### src/rtl/score_event_ctrl.sv
// ---------------------------------------------------------------------------
// score_event_ctrl
// Turns per-pixel player/gold and player/diamond overlaps into clean
// single-cycle score events, at most one of each type per frame, delivered
// on distinct cycles (gold first). A per-type cooldown blocks re-triggering
// while the eaten object is being removed, and a diamond streak counter
// raises combo_bonus after COMBO_LEN diamond events that are never more than
// COMBO_WINDOW frames apart.
//
// Ports
//   clk                system clock
//   reset              asynchronous, active-high reset
//   startOfFrame       one-cycle pulse at each frame start
//   game_active        collisions ignored when low
//   player_dr          player drawing request, current pixel
//   gold_dr            gold drawing request, current pixel
//   dimond_dr          diamond drawing request, current pixel
//   player_eat_gold    one-cycle gold event
//   player_eat_dimond  one-cycle diamond event
//   combo_bonus        one-cycle streak-complete pulse
//   combo_count        current diamond streak (0..COMBO_LEN-1)
//
// FSM states
//   state  | meaning
//   IDLE   | waiting for a pending event
//   EMIT_G | gold pulse on the outputs this cycle, pend_g being cleared
//   EMIT_D | diamond pulse on the outputs this cycle, streak being updated
//   EMIT_B | combo_bonus pulse on the outputs this cycle
// ---------------------------------------------------------------------------
module score_event_ctrl #(
   parameter int COOLDOWN_FRAMES = 2,
   parameter int COMBO_LEN       = 8,
   parameter int COMBO_WINDOW    = 60
) (
   input  logic       clk,
   input  logic       reset,
   input  logic       startOfFrame,
   input  logic       game_active,
   input  logic       player_dr,
   input  logic       gold_dr,
   input  logic       dimond_dr,
   output logic       player_eat_gold,
   output logic       player_eat_dimond,
   output logic       combo_bonus,
   output logic [3:0] combo_count
);

   localparam logic [3:0] COOL   = 4'(COOLDOWN_FRAMES);
   localparam logic [3:0] LEN_M1 = 4'(COMBO_LEN - 1);
   localparam logic [7:0] WIN    = 8'(COMBO_WINDOW);

   typedef enum logic [1:0] {
      IDLE   = 2'd0,
      EMIT_G = 2'd1,
      EMIT_D = 2'd2,
      EMIT_B = 2'd3
   } state_t;

   state_t     state;

   logic       hit_g;
   logic       hit_d;
   logic       pend_g;
   logic       pend_d;
   logic [3:0] cool_g;
   logic [3:0] cool_d;
   logic [7:0] win_cnt;

   logic       hit_now_g;
   logic       hit_now_d;
   logic       cap_g;
   logic       cap_d;
   logic       serve_g;
   logic       serve_d;
   logic       win_hit;

   assign hit_now_g = game_active & player_dr & gold_dr;
   assign hit_now_d = game_active & player_dr & dimond_dr;

   // Capture gating uses the cooldown value before this frame's decrement.
   assign cap_g = hit_g & (cool_g == 4'd0);
   assign cap_d = hit_d & (cool_d == 4'd0);

   assign serve_g = (state == EMIT_G);
   assign serve_d = (state == EMIT_D);

   // True when this empty frame brings the window counter to its limit.
   assign win_hit = ({1'b0, win_cnt} + 9'd1) >= {1'b0, WIN};

   // -----------------------------------------------------------------------
   // Hit latches, pending flags, cooldowns, streak window and combo count
   // -----------------------------------------------------------------------
   always_ff @(posedge clk or posedge reset) begin
      if (reset) begin
         hit_g       <= 1'b0;
         hit_d       <= 1'b0;
         pend_g      <= 1'b0;
         pend_d      <= 1'b0;
         cool_g      <= 4'd0;
         cool_d      <= 4'd0;
         win_cnt     <= 8'd0;
         combo_count <= 4'd0;
      end else begin
         // A hit in the startOfFrame cycle belongs to the new frame.
         if (startOfFrame) begin
            hit_g <= hit_now_g;
            hit_d <= hit_now_d;
         end else begin
            hit_g <= hit_g | hit_now_g;
            hit_d <= hit_d | hit_now_d;
         end

         // A new capture wins over a same-cycle clear so nothing is lost.
         pend_g <= (pend_g & ~serve_g) | (startOfFrame & cap_g);
         pend_d <= (pend_d & ~serve_d) | (startOfFrame & cap_d);

         if (serve_g) begin
            cool_g <= COOL;
         end else if (startOfFrame && (cool_g != 4'd0)) begin
            cool_g <= cool_g - 4'd1;
         end

         if (serve_d) begin
            cool_d <= COOL;
         end else if (startOfFrame && (cool_d != 4'd0)) begin
            cool_d <= cool_d - 4'd1;
         end

         if (serve_d) begin
            win_cnt <= 8'd0;
            if (combo_count == LEN_M1) begin
               combo_count <= 4'd0;
            end else begin
               combo_count <= combo_count + 4'd1;
            end
         end else if (startOfFrame && !cap_d) begin
            // Counter holds once it reaches the window limit.
            if ((win_cnt != 8'hFF) && (win_cnt < WIN)) begin
               win_cnt <= win_cnt + 8'd1;
            end
            if (win_hit) begin
               combo_count <= 4'd0;
            end
         end
      end
   end

   // -----------------------------------------------------------------------
   // Event sequencer; each output is registered alongside the state it
   // belongs to, so the pulse is high exactly while the FSM sits in it.
   // -----------------------------------------------------------------------
   always_ff @(posedge clk or posedge reset) begin
      if (reset) begin
         state             <= IDLE;
         player_eat_gold   <= 1'b0;
         player_eat_dimond <= 1'b0;
         combo_bonus       <= 1'b0;
      end else begin
         player_eat_gold   <= 1'b0;
         player_eat_dimond <= 1'b0;
         combo_bonus       <= 1'b0;
         case (state)
            IDLE: begin
               if (pend_g) begin
                  state           <= EMIT_G;
                  player_eat_gold <= 1'b1;
               end else if (pend_d) begin
                  state             <= EMIT_D;
                  player_eat_dimond <= 1'b1;
               end
            end
            EMIT_G: begin
               if (pend_d) begin
                  state             <= EMIT_D;
                  player_eat_dimond <= 1'b1;
               end else begin
                  state <= IDLE;
               end
            end
            EMIT_D: begin
               if (combo_count == LEN_M1) begin
                  state       <= EMIT_B;
                  combo_bonus <= 1'b1;
               end else begin
                  state <= IDLE;
               end
            end
            EMIT_B: begin
               state <= IDLE;
            end
            default: begin
               state <= IDLE;
            end
         endcase
      end
   end

endmodule

### config.mk
export PLATFORM = sky130hd
export DESIGN_NAME = score_event_ctrl
export DESIGN_NICKNAME = d
export VERILOG_FILES = /design/src/rtl/score_event_ctrl.sv
export SDC_FILE = /design/constraint.sdc
export NUM_CORES = 1
export LEC_CHECK = 0
export ABC_AREA = 0
export CAP_MARGIN = 25
export CORE_MARGIN = 1.5
export CORE_UTILIZATION = 52
export CTS_BUF_LIST = sky130_fd_sc_hd__clkbuf_4
export CTS_CLUSTER_SIZE = 14
export DETAILED_ROUTE_END_ITERATION = 16
export PLACE_DENSITY = 0.77
export SLEW_MARGIN = 25
export SYNTH_ARGS = -nofsm -noshare
export SYNTH_HDL_FRONTEND = slang
export SYNTH_SLANG_ARGS = --single-unit
### constraint.sdc
create_clock -name clk -period 1.5 [get_ports clk]
set_input_delay 0.375 -clock clk [delete_from_list [all_inputs] [get_ports clk]]
set_output_delay 0.375 -clock clk [all_outputs]
set_load 0.02 [all_outputs]
# Word level (Yosys, flattened, before mapping)
# Index checks and enable logic that the tools add are counted.
# op_classes
addsub,5
multipliers,0
n_div,0
order_cmp,2
eq_ne,6
shift,0
n_mux,25
n_bitwise,15
reduce_logical,17
# ops
cell,count
two-way mux 4 bit,8
two-way mux 8 bit,3
nonzero test 2 bit,5
"adder 8 x 1 -> 9 bit, second input constant",1
bitwise AND 1 bit,9
">= comparator 9 x 6 -> 1 bit, second input constant",1
"adder 8 x 1 -> 8 bit, second input constant",1
logical NOT 4 bit,2
"less-than comparator 8 x 6 -> 1 bit, second input constant",1
two-way mux 1 bit,8
two-way mux 2 bit,4
"!= test 8 bit, second input constant",1
case mux 2 bit (4 select lines),1
nonzero test 4 bit,2
"subtractor 4 x 1 -> 4 bit, second input constant",2
"adder 4 x 1 -> 4 bit, second input constant",1
"equality test 2 bit, second input constant",2
"equality test 4 x 3 -> 1 bit, second input constant",1
logical AND 1 bit,4
bitwise OR 1 bit,4
AND reduction 2 bit,2
"!= test 3 bit, second input constant",1
"equality test 2 x 1 -> 1 bit, second input constant",1
logical NOT 2 bit,1
3 further kinds,4
# totals
register_bits,29
latchBits,0
ramBits,0
mem_bits_ro,0
in_bits,7
output_inout_bits,7
n_memories,0

# Logic depth before layout (Yosys ltp)
# Gate-level depths: netlist of run 1.
# depth
ltp_word,6
ltp_mapped,6
depth_no_buf,6

# Worst setup path after synthesis of run 1
# Ideal clock, no wire load.
# synth_path
path_kind,reg-to-reg
from,register cool_d[0]
to,register win_cnt[4]
setup_time_ps,78
arrival_ps,1419
setup_slack_ps,3
stages_incl_launch_ff,7
path_cell_list,dfrtp_1 > inv_1 > ha_1 > nand4bb_1 > nand4b_4 > or3_1 > a21oi_1
# synth_via
elab_chain_cells,6
# synth_lines
element,line_no,source
from (decl),66,logic [3:0] cool_d;
from (signal assigned),126,cool_d <= cool_d - 4'd1;
logical NOT 4 bit,82,assign cap_d = hit_d & (cool_d == 4'd0);
bitwise AND 1 bit,82,
logical NOT 1 bit,136,end else if (startOfFrame && !cap_d) begin
logical AND 1 bit,136,
nonzero test 2 bit (no line),--,
AND reduction 2 bit (no line),--,
to (signal assigned),139,win_cnt <= win_cnt + 8'd1;
to (decl),67,logic [7:0] win_cnt;
# No other way between the ends.
# A chain may end at the register's enable or synchronous reset.

# Final worst setup path of run 1
# layout_path
from,register win_cnt[3]
to,register combo_count[2]
# layout_via
elab_chain_cells,4
# layout_lines
element,line_no,source
adder 8 x 1 -> 9 bit,88,"assign win_hit = ({1'b0, win_cnt} + 9'd1) >= {1'b0, WIN};"
>= comparator 9 x 6 -> 1 bit,88,
nonzero test 2 bit (no line),--,
AND reduction 2 bit (no line),--,
to (signal assigned),134,combo_count <= combo_count + 4'd1;
to (decl),45,output logic [3:0] combo_count
# No other way between the ends.

==> impl_metrics.env, run 1 <==
export IMPL_power_leakage_uw=0.0009107
export IMPL_rsz0062_at_grt="true"
export IMPL_layout_common_cells="dfrtp_1, buf_4, nor2_1"
export IMPL_rr_worst_depth=4
export IMPL_register_area_sq_um=728.2
export IMPL_antenna_found_initial=0
export IMPL_synth_seq_cells=29
export IMPL_place_inst=199
export IMPL_multiInputGateArea_sq_um=785.8
export IMPL_status="finished, final reports clean"
export IMPL_drv_cap=0
export IMPL_setup_viol=0
export IMPL_die_h_um=55.38
export IMPL_syn_nets=153
export IMPL_fillers=188
export IMPL_min_period_ns=1.486
export IMPL_total_power_uw=3590
export IMPL_netlist_area_sq_um=1426
export IMPL_initial_utilization_pct=56.05
export IMPL_path_clk_slew_ns=0.08
export IMPL_syn_area_per_cell_sq_um=10.12
export IMPL_worstMarginPinSlew_ns=0.3274
export IMPL_antenna_cells=0
export IMPL_grt_start_max_net_pins=30
export IMPL_synth_top_area_cell="dfrtp_1"
export IMPL_hold_path_class="input port to async pin"
export IMPL_layout_setup_ws_ns=0.01353
export IMPL_drt_total_wl_um=3189
export IMPL_dpl_hpwl_um=2111
export IMPL_drc=0
export IMPL_r2r_start="win_cnt[3]$_DFFE_PP0P_"
export IMPL_max_slew_margin_rel_pct=78.08
export IMPL_clock_path_buffers=2
export IMPL_viasPerCell=5.705
export IMPL_yosys_top_cells_area="dfrtp_1, ha_1, nor2_1"
export IMPL_endpoint_kind="flop"
export IMPL_drtIter0Drc=34
export IMPL_io_buffers=13
export IMPL_ir_drop_v=0.001366
export IMPL_powerDensity_nw_per_um2=1848
export IMPL_coreArea_sq_um=2545
export IMPL_cts_buffers=5
export IMPL_cts_sinks=29
export IMPL_fin_worst_hold_slack_ns=0.3807
export IMPL_num_rows=18
export IMPL_r2r_end="combo_count[2]$_DFFE_PP0P_"
export IMPL_fin_tns_setup_ns=0
export IMPL_layout_cells_non_filler=210
export IMPL_antenna_left=0
export IMPL_crit_fanout=4
export IMPL_dieArea_sq_um=3066
export IMPL_route_vias_total=1198
export IMPL_start_kind="flop"
export IMPL_routabilityCongestion=0.8212
export IMPL_clock_skew_final_ns=0.003860
export IMPL_cts_tree="built"
export IMPL_yosys_warnings=0
export IMPL_synth_ff_type="dfrtp_1"
export IMPL_synth_edf_count=0
export IMPL_yosys_area_top_type_share_pct=50.88
export IMPL_grt_pass1_wl_um=5168
export IMPL_detail_route_first_pass_iterations=4
export IMPL_mostFrequentLayoutCell="dfrtp_1"
export IMPL_area_delta_synth_final_pct=36.23
export IMPL_hold_viol_final=0
export IMPL_reg2reg_slack_ns=0.01
export IMPL_grt_ovfl_total=0
export IMPL_yosysUniqueCellTypes=34
export IMPL_io_pins=14
export IMPL_max_freq_ghz=0.6727
export IMPL_grt_pass1_vias=1212
export IMPL_die_w_um=55.38
export IMPL_crit_required_ns=1.76
export IMPL_nets=193
export IMPL_seq_area_frac_synth_pct=50.88
export IMPL_critical_path_class="flop to flop"
export IMPL_grt_total_usage_pct=21.77
export IMPL_drive_above_1_share_pct=33.33
export IMPL_clk_latency_ns=0.32
export IMPL_worstPathArrival_ns=1.74
export IMPL_synth_async_reset_ratio_pct=100.0
export IMPL_synthCells=141
export IMPL_detail_route_wl_per_cell_um=15.19
export IMPL_h_tree_depth=2
export IMPL_period_share_pct=99.10
export IMPL_final_max_slew_viol_count=0
export IMPL_root_buffer="clkbuf_4"
export IMPL_post_place_ws_ns=-0.1636
==> per-stage QoR <==
stage | util, % | area (sq um)
2_1_floorplan | - | 1426
3_3_place_gp | 67.70 | 1723
3_5_place_dp | 67.70 | 1723
4_1_cts | 74.04 | 1884
5_1_grt | 76.35 | 1943
6_report | 76.35 | 1943
==> worst max-delay path: stages, from the launching register on <==
cell and delay [ns]:
dfrtp_2 0.44, and4_4 0.19, a21o_1 0.17, a2111o_1 0.48, a21oi_2 0.15
==> logic make-up (layout without fill, tap and decap cells) <==
logic type               count (synthesis)  count (layout)  synth area share [%]
AND/OR/NAND/NOR                         55              55                 21.93
adder cells (fa/ha/maj)                  5               5                 4.386
XOR/XNOR                                 8               8                 4.912
AO/OA/AOI/OAI                           28              28                 12.19
buffers and inverters                   14              53                 4.211
multiplexers                             2               2                 1.491
flip-flops                              29              29                 50.88
==> cell type report <==
type                    count  share of cell area (%)
flip-flops and latches     29                   37.48
multi-input cells          98                   40.44
well taps                  30                   1.932
clock inverters             1                  0.2576
repair buffers             36                   15.84
inverters                  11                   2.125
clock buffers               5                   1.932
==> worst max path at each step <==
| stage | from | to | slack [ns] | cells after the start |
|---|---|---|---|---|
| 2_1_floorplan | cool_d[0]$_DFFE_PP0P_ | win_cnt[4]$_DFFE_PP0P_ | 0.003 | 6 |
| 3_3_place_gp | startOfFrame | win_cnt[4]$_DFFE_PP0P_ | -0.09 | 4 |
| 3_5_place_dp | startOfFrame | win_cnt[4]$_DFFE_PP0P_ | -0.16 | 4 |
| 4_1_cts | win_cnt[3]$_DFFE_PP0P_ | combo_count[2]$_DFFE_PP0P_ | 0.001 | 4 |
| 5_1_grt | win_cnt[3]$_DFFE_PP0P_ | combo_count[0]$_DFFE_PP0P_ | -0.04 | 4 |
| 6_report | win_cnt[3]$_DFFE_PP0P_ | combo_count[2]$_DFFE_PP0P_ | 0.01 | 4 |
==> metal layers <==
metal  vias to the layer above  wire length, um  share of wire, %  track usage, %
li1                        571                -                 -               -
met1                       589             1340                42           26.76
met2                        28             1648                52           35.54
met3                        10              149               4.7           7.963
met4                         0               51               1.6           6.969
met5                         -                0                 0               0
==> sequential cells by signal (all words and copies together) (netlist names), 2 cells and up <==
register     flops
combo_count      4
state            2
cool_d           4
win_cnt          8
cool_g           4
==> Yosys cell counts (2+ instances only) <==
cell type	number
dfrtp_1	29
nor2_1	12
inv_1	11
nand2_1	11
a21oi_1	8
nand3_1	8
o21ai_0	7
ha_1	5
xor2_1	5
nand2b_1	4
nor3_1	3
o211ai_1	3
o21ai_1	3
or3_1	3
xnor2_1	3
a22oi_1	2
a32o_1	2
and2_1	2
and3b_1	2
clkbuf_1	2
nor2b_1	2
or3b_2	2
==> power breakdown <==
group          internal [uW]  switching, uW  total [uW]
clock network            162            255         417
registers               1050            242        1300
logic                    966            911        1880
total                   2180           1410        3590
==> timing repair <==
item | 4_1_cts | 5_1_grt
buffers inserted | 3 | 2
cloned | 0 | 0
pin swaps | 3 | 4
setup endpoints to repair | 22 | 12
hold buffers | 0 | 0
resized for setup | 30 | 16
Note: power is estimated with default switching activity, not from simulation.
==> inputs of run 2 (changes only) <==
--- a/config.mk
+++ b/config.mk
@@ -8,11 +8,10 @@
 export ABC_AREA = 0
 export CAP_MARGIN = 25
 export CORE_MARGIN = 1.5
-export CORE_UTILIZATION = 52
+export CORE_UTILIZATION = 41
 export CTS_BUF_LIST = sky130_fd_sc_hd__clkbuf_4
 export CTS_CLUSTER_SIZE = 14
 export DETAILED_ROUTE_END_ITERATION = 16
-export PLACE_DENSITY = 0.77
 export SLEW_MARGIN = 25
 export SYNTH_ARGS = -nofsm -noshare
 export SYNTH_HDL_FRONTEND = slang
==> impl_metrics.env, run 2 (synthesis results as in run 1) <==
export IMPL_clock_skew_final_ns=0.003369
export IMPL_nets=190
export IMPL_coreArea_sq_um=3337
export IMPL_h_tree_depth=2
export IMPL_dpl_hpwl_um=2037
export IMPL_max_slew_margin_rel_pct=79.41
export IMPL_antenna_found_initial=0
export IMPL_powerDensity_nw_per_um2=1807
export IMPL_cts_buffers=5
export IMPL_cts_sinks=29
export IMPL_hold_path_class="input port to async pin"
export IMPL_crit_fanout=5
export IMPL_grt_start_max_net_pins=30
export IMPL_antenna_cells=0
export IMPL_hold_viol_final=0
export IMPL_route_vias_total=1141
export IMPL_cts_tree="built"
export IMPL_min_period_ns=1.486
export IMPL_period_share_pct=99.03
export IMPL_path_clk_slew_ns=0.09
export IMPL_worstPathArrival_ns=1.74
export IMPL_initial_utilization_pct=42.74
export IMPL_max_freq_ghz=0.6732
export IMPL_mostFrequentLayoutCell="dfrtp_1"
export IMPL_critical_path_class="flop to flop"
export IMPL_utilization_pct=56.58
export IMPL_dpl_instance_area_sq_um=1743
export IMPL_io_buffers=13
export IMPL_die_h_um=61.98
export IMPL_num_rows=21
export IMPL_crit_path_top_delay_cell="a2111o_1"
export IMPL_final_max_slew_viol_count=0
export IMPL_antenna_left=0
export IMPL_grt_total_usage_pct=17.92
export IMPL_die_w_um=61.98
export IMPL_clk_latency_ns=0.33
export IMPL_ir_drop_v=0.0008715
export IMPL_regMostFlops="win_cnt"
export IMPL_largest_reg_flops=8
export IMPL_viasPerCell=5.071
export IMPL_cts_hold_buffers=0
export IMPL_root_buffer="clkbuf_4"
export IMPL_drv_cap=0
export IMPL_power_leakage_uw=0.0008908
export IMPL_io_pins=14
export IMPL_clock_path_buffers=2
export IMPL_worstPathCellList="and4_4 -> nand4_1 -> a2111o_1 -> a21oi_1"
export IMPL_fin_tns_setup_ns=0
export IMPL_drtIter0Drc=56
export IMPL_grt_pass1_vias=1153
export IMPL_rsz0062_at_grt="true"
export IMPL_detail_route_wl_per_cell_um=13.06
export IMPL_start_kind="flop"
export IMPL_status="finished, final reports clean"
export IMPL_dieArea_sq_um=3842
export IMPL_crit_path_max_incr_delay_ns=0.49
export IMPL_drt_total_wl_um=2938
export IMPL_routabilityCongestion=0.8642
export IMPL_endpoint_kind="flop"
export IMPL_setup_viol=0
export IMPL_crit_required_ns=1.75
export IMPL_grt_pass1_wl_um=5030
export IMPL_drc=0
export IMPL_grt_ovfl_total=0
export IMPL_layout_setup_ws_ns=0.01448
export IMPL_post_place_ws_ns=-0.1410
export IMPL_detail_route_first_pass_iterations=4
export IMPL_area_delta_synth_final_pct=32.37
export IMPL_worstMarginPinSlew_ns=0.3089
export IMPL_drive_above_1_share_pct=28.49
export IMPL_fin_area_sq_um=1888
export IMPL_layout_common_cells="dfrtp_1, buf_4, nor2_1"
-- run 2: changes by cell type in the layout (fill, tap and decap cells not counted), sizes merged --
cell,delta
dlygate4sd2,+1
clkinv,-1
buf,-3
clkbuf,+2
-- run 2: area by class of cell --
type	count	area, sq um
sequential	29	728.2
multi-input combinational	98	719.4
tap	46	57.56
inverter	11	41.29
fill	313	1449
clock buffer	8	60.06
timing repair buffer	33	281.5
-- run 2: path summary, 6_finish.rpt --
| check | to | start | slack, ns | cells after the start |
|---|---|---|---|---|
| min reg2reg | pend_d$_DFF_PP0_ | pend_d$_DFF_PP0_ | 0.48 | 2 |
| min | cool_g[1]$_DFFE_PP0P_ | reset | 0.40 | 3 |
| min in group clk | pend_d$_DFF_PP0_ | pend_d$_DFF_PP0_ | 0.48 | 2 |
| max | combo_count[2]$_DFFE_PP0P_ | win_cnt[4]$_DFFE_PP0P_ | 0.01 | 4 |
| max in group asynchronous | win_cnt[2]$_DFFE_PP0P_ | reset | 0.93 | 3 |
| max reg2reg | combo_count[2]$_DFFE_PP0P_ | win_cnt[4]$_DFFE_PP0P_ | 0.01 | 4 |
-- run 2: critical path, delay by kind of cell, from the launching register on --
kind,cells,cell delay (ns)
AO/OA/AOI/OAI,2,0.64
AND/OR/NAND/NOR,2,0.36
flip-flops,1,0.41
-- run 2: per-stage QoR --
stage	hold slack (ns)	std cells	total power [uW]
floorplan	0.4423	141	2154
global placement	0.4618	215	2675
detailed placement	0.4678	215	2728
CTS	0.4141	225	3323
global route	0.4221	225	3712
finish	0.3959	225	3412
-- run 2: routing by layer --
metal  GRT usage (%)  vias up  routed length [um]
met2           27.38       17                1444
met3           5.176        8                 109
met5               0        -                   0
met1           23.62      547                1328
li1                -      569                   -
met4           7.903        0                  55
-- run 2: what timing repair did --
item | in CTS | in global routing
pin swaps | 2 | 5
endpoints found under the setup margin | 23 | 16
gates resized for setup | 19 | 13
setup buffers | 2 | 0
-- run 2: power breakdown --
| part | total, uW | internal [uW] | switching, uW |
|---|---|---|---|
| logic | 1630 | 834 | 793 |
| registers | 1270 | 1050 | 216 |
| clock network | 515 | 241 | 274 |
| total | 3410 | 2130 | 1280 |
==> inputs of run 3 (changes only) <==
--- a/config.mk
+++ b/config.mk
@@ -16,3 +16,4 @@
 export SYNTH_ARGS = -nofsm -noshare
 export SYNTH_HDL_FRONTEND = slang
 export SYNTH_SLANG_ARGS = --single-unit
+export TNS_END_PERCENT = 20
==> impl_metrics.env, run 3 (synthesis results as in run 1) <==
export IMPL_drtIter0Drc=58
export IMPL_power_leakage_uw=0.0008816
export IMPL_drc=0
export IMPL_mostFrequentLayoutCell="dfrtp_1"
export IMPL_largest_reg_flops=8
export IMPL_layout_common_cells="dfrtp_1, buf_4, nor2_1"
export IMPL_r2r_end="combo_count[2]$_DFFE_PP0P_"
export IMPL_max_slew_margin_rel_pct=79.44
export IMPL_viasPerCell=5.031
export IMPL_antenna_left=0
export IMPL_root_buffer="clkbuf_4"
export IMPL_fillers=311
export IMPL_period_share_pct=99.44
export IMPL_start_kind="flop"
export IMPL_worstMarginPinSlew_ns=0.3084
export IMPL_powerDensity_nw_per_um2=1798
export IMPL_grt_total_usage_pct=17.62
export IMPL_max_freq_ghz=0.6704
export IMPL_initial_utilization_pct=42.74
export IMPL_critical_path_class="flop to flop"
export IMPL_antenna_cells=0
export IMPL_endpoint_kind="flop"
export IMPL_io_pins=14
export IMPL_layout_cells_non_filler=223
export IMPL_route_vias_total=1122
export IMPL_worstPathCellList="and4_4 -> nand4_1 -> a2111o_1 -> a21oi_1"
export IMPL_ir_drop_v=0.0008715
export IMPL_setup_viol=0
export IMPL_cts_buffers=5
export IMPL_detail_route_wl_per_cell_um=12.93
export IMPL_min_period_ns=1.492
export IMPL_r2r_start="win_cnt[3]$_DFFE_PP0P_"
export IMPL_critPathBufInv=0
export IMPL_path_delay_family="compound AO/OA/AOI/OAI gates"
export IMPL_routabilityCongestion=0.8642
export IMPL_dpl_hpwl_um=2037
export IMPL_antenna_found_initial=0
export IMPL_rr_worst_depth=4
export IMPL_clk_latency_ns=0.32
export IMPL_post_place_ws_ns=-0.1410
export IMPL_clock_path_buffers=2
export IMPL_nets=188
export IMPL_path_clk_slew_ns=0.09
export IMPL_worstPathArrival_ns=1.75
export IMPL_num_rows=21
export IMPL_die_h_um=61.98
export IMPL_dieArea_sq_um=3842
export IMPL_io_buffers=13
export IMPL_crit_path_top_delay_cell="a2111o_1"
export IMPL_multiInputGateArea_sq_um=714.4
export IMPL_register_area_sq_um=728.2
export IMPL_cts_sinks=29
export IMPL_cts_tree="built"
export IMPL_regMostFlops="win_cnt"
export IMPL_hold_viol_final=0
export IMPL_place_inst=215
export IMPL_final_max_slew_viol_count=0
export IMPL_grt_pass1_vias=1128
export IMPL_drive_above_1_share_pct=26.55
export IMPL_detail_route_first_pass_iterations=4
export IMPL_crit_fanout=7
export IMPL_grt_ovfl_total=0
export IMPL_layout_setup_ws_ns=0.008377
export IMPL_clock_skew_final_ns=0.001359
export IMPL_drv_cap=0
export IMPL_h_tree_depth=2
export IMPL_status="finished, final reports clean"
export IMPL_coreArea_sq_um=3337
export IMPL_die_w_um=61.98
export IMPL_reg2reg_slack_ns=0.008
export IMPL_crit_required_ns=1.75
export IMPL_area_delta_synth_final_pct=30.96
export IMPL_hold_path_class="input port to async pin"
export IMPL_grt_start_max_net_pins=30
export IMPL_rsz0062_at_grt="true"
export IMPL_drt_total_wl_um=2884
export IMPL_total_power_uw=3358
export IMPL_grt_pass1_wl_um=4933
export IMPL_crit_path_max_incr_delay_ns=0.49
[run 3: cell types whose count changed in the layout (fill, tap and decap cells not counted)]
| cell | delta |
|---|---|
| buf_4 | -2 |
| inv_1 | +1 |
| inv_2 | -1 |
| nand3_1 | +1 |
| nand3_2 | -1 |
| o21ai_0 | +1 |
| o21ai_1 | -1 |
[run 3: metal layers]
metal	share of wire, %	vias to the layer above	global-route usage, %
li1	-	563	-
met4	2.1	0	7.903
met2	48	18	27.23
met1	47	531	22.83
met3	3.6	10	5.176
met5	0	-	0
[run 3: worst max path at each step]
| stage | start | to | cells past startpoint | slack, ns |
|---|---|---|---|---|
| floorplan | cool_d[0]$_DFFE_PP0P_ | win_cnt[4]$_DFFE_PP0P_ | 6 | 0.003 |
| global placement | startOfFrame | win_cnt[4]$_DFFE_PP0P_ | 4 | -0.10 |
| detailed placement | startOfFrame | win_cnt[4]$_DFFE_PP0P_ | 4 | -0.14 |
| CTS | win_cnt[3]$_DFFE_PP0P_ | combo_count[3]$_DFFE_PP0P_ | 4 | -0.008 |
| global route | win_cnt[3]$_DFFE_PP0P_ | combo_count[2]$_DFFE_PP0P_ | 4 | -0.09 |
| finish | win_cnt[3]$_DFFE_PP0P_ | combo_count[2]$_DFFE_PP0P_ | 4 | 0.008 |
[run 3: cell type report]
class                   count  area share [%]
flip-flops and latches     29           38.98
multi-input cells          98           38.25
repair buffers             31           14.27
clock buffers               8           3.215
well taps                  46           3.081
inverters                  11           2.210
[run 3: repair_timing]
action	CTS	global route
pin swaps	2	2
hold buffers	0	0
setup endpoints to repair	23	12
setup buffers	0	0
resized for setup	18	11
gates cloned	0	0
[run 3: metrics by stage]
stage | setup TNS, ns | hold slack (ns) | instance area [sq um] | utilization (%)
detailed placement | -1.016 | 0.4678 | 1743 | 52.23
CTS | -0.01916 | 0.4141 | 1837 | 55.04
finish | 0 | 0.3958 | 1868 | 55.98
global placement | -0.5862 | 0.4618 | 1743 | 52.23
floorplan | 0 | 0.4423 | 1426 | -
global route | -0.3602 | 0.4227 | 1868 | 55.98
[run 3: report_power, final]
group          internal, uW  switching (uW)
logic                   798             772
clock network           241             272
registers              1050             221
[run 3: worst min-delay path, delay by kind of cell]
family / cells / cell delay, ns
buffers and inverters: 3 / 0.71
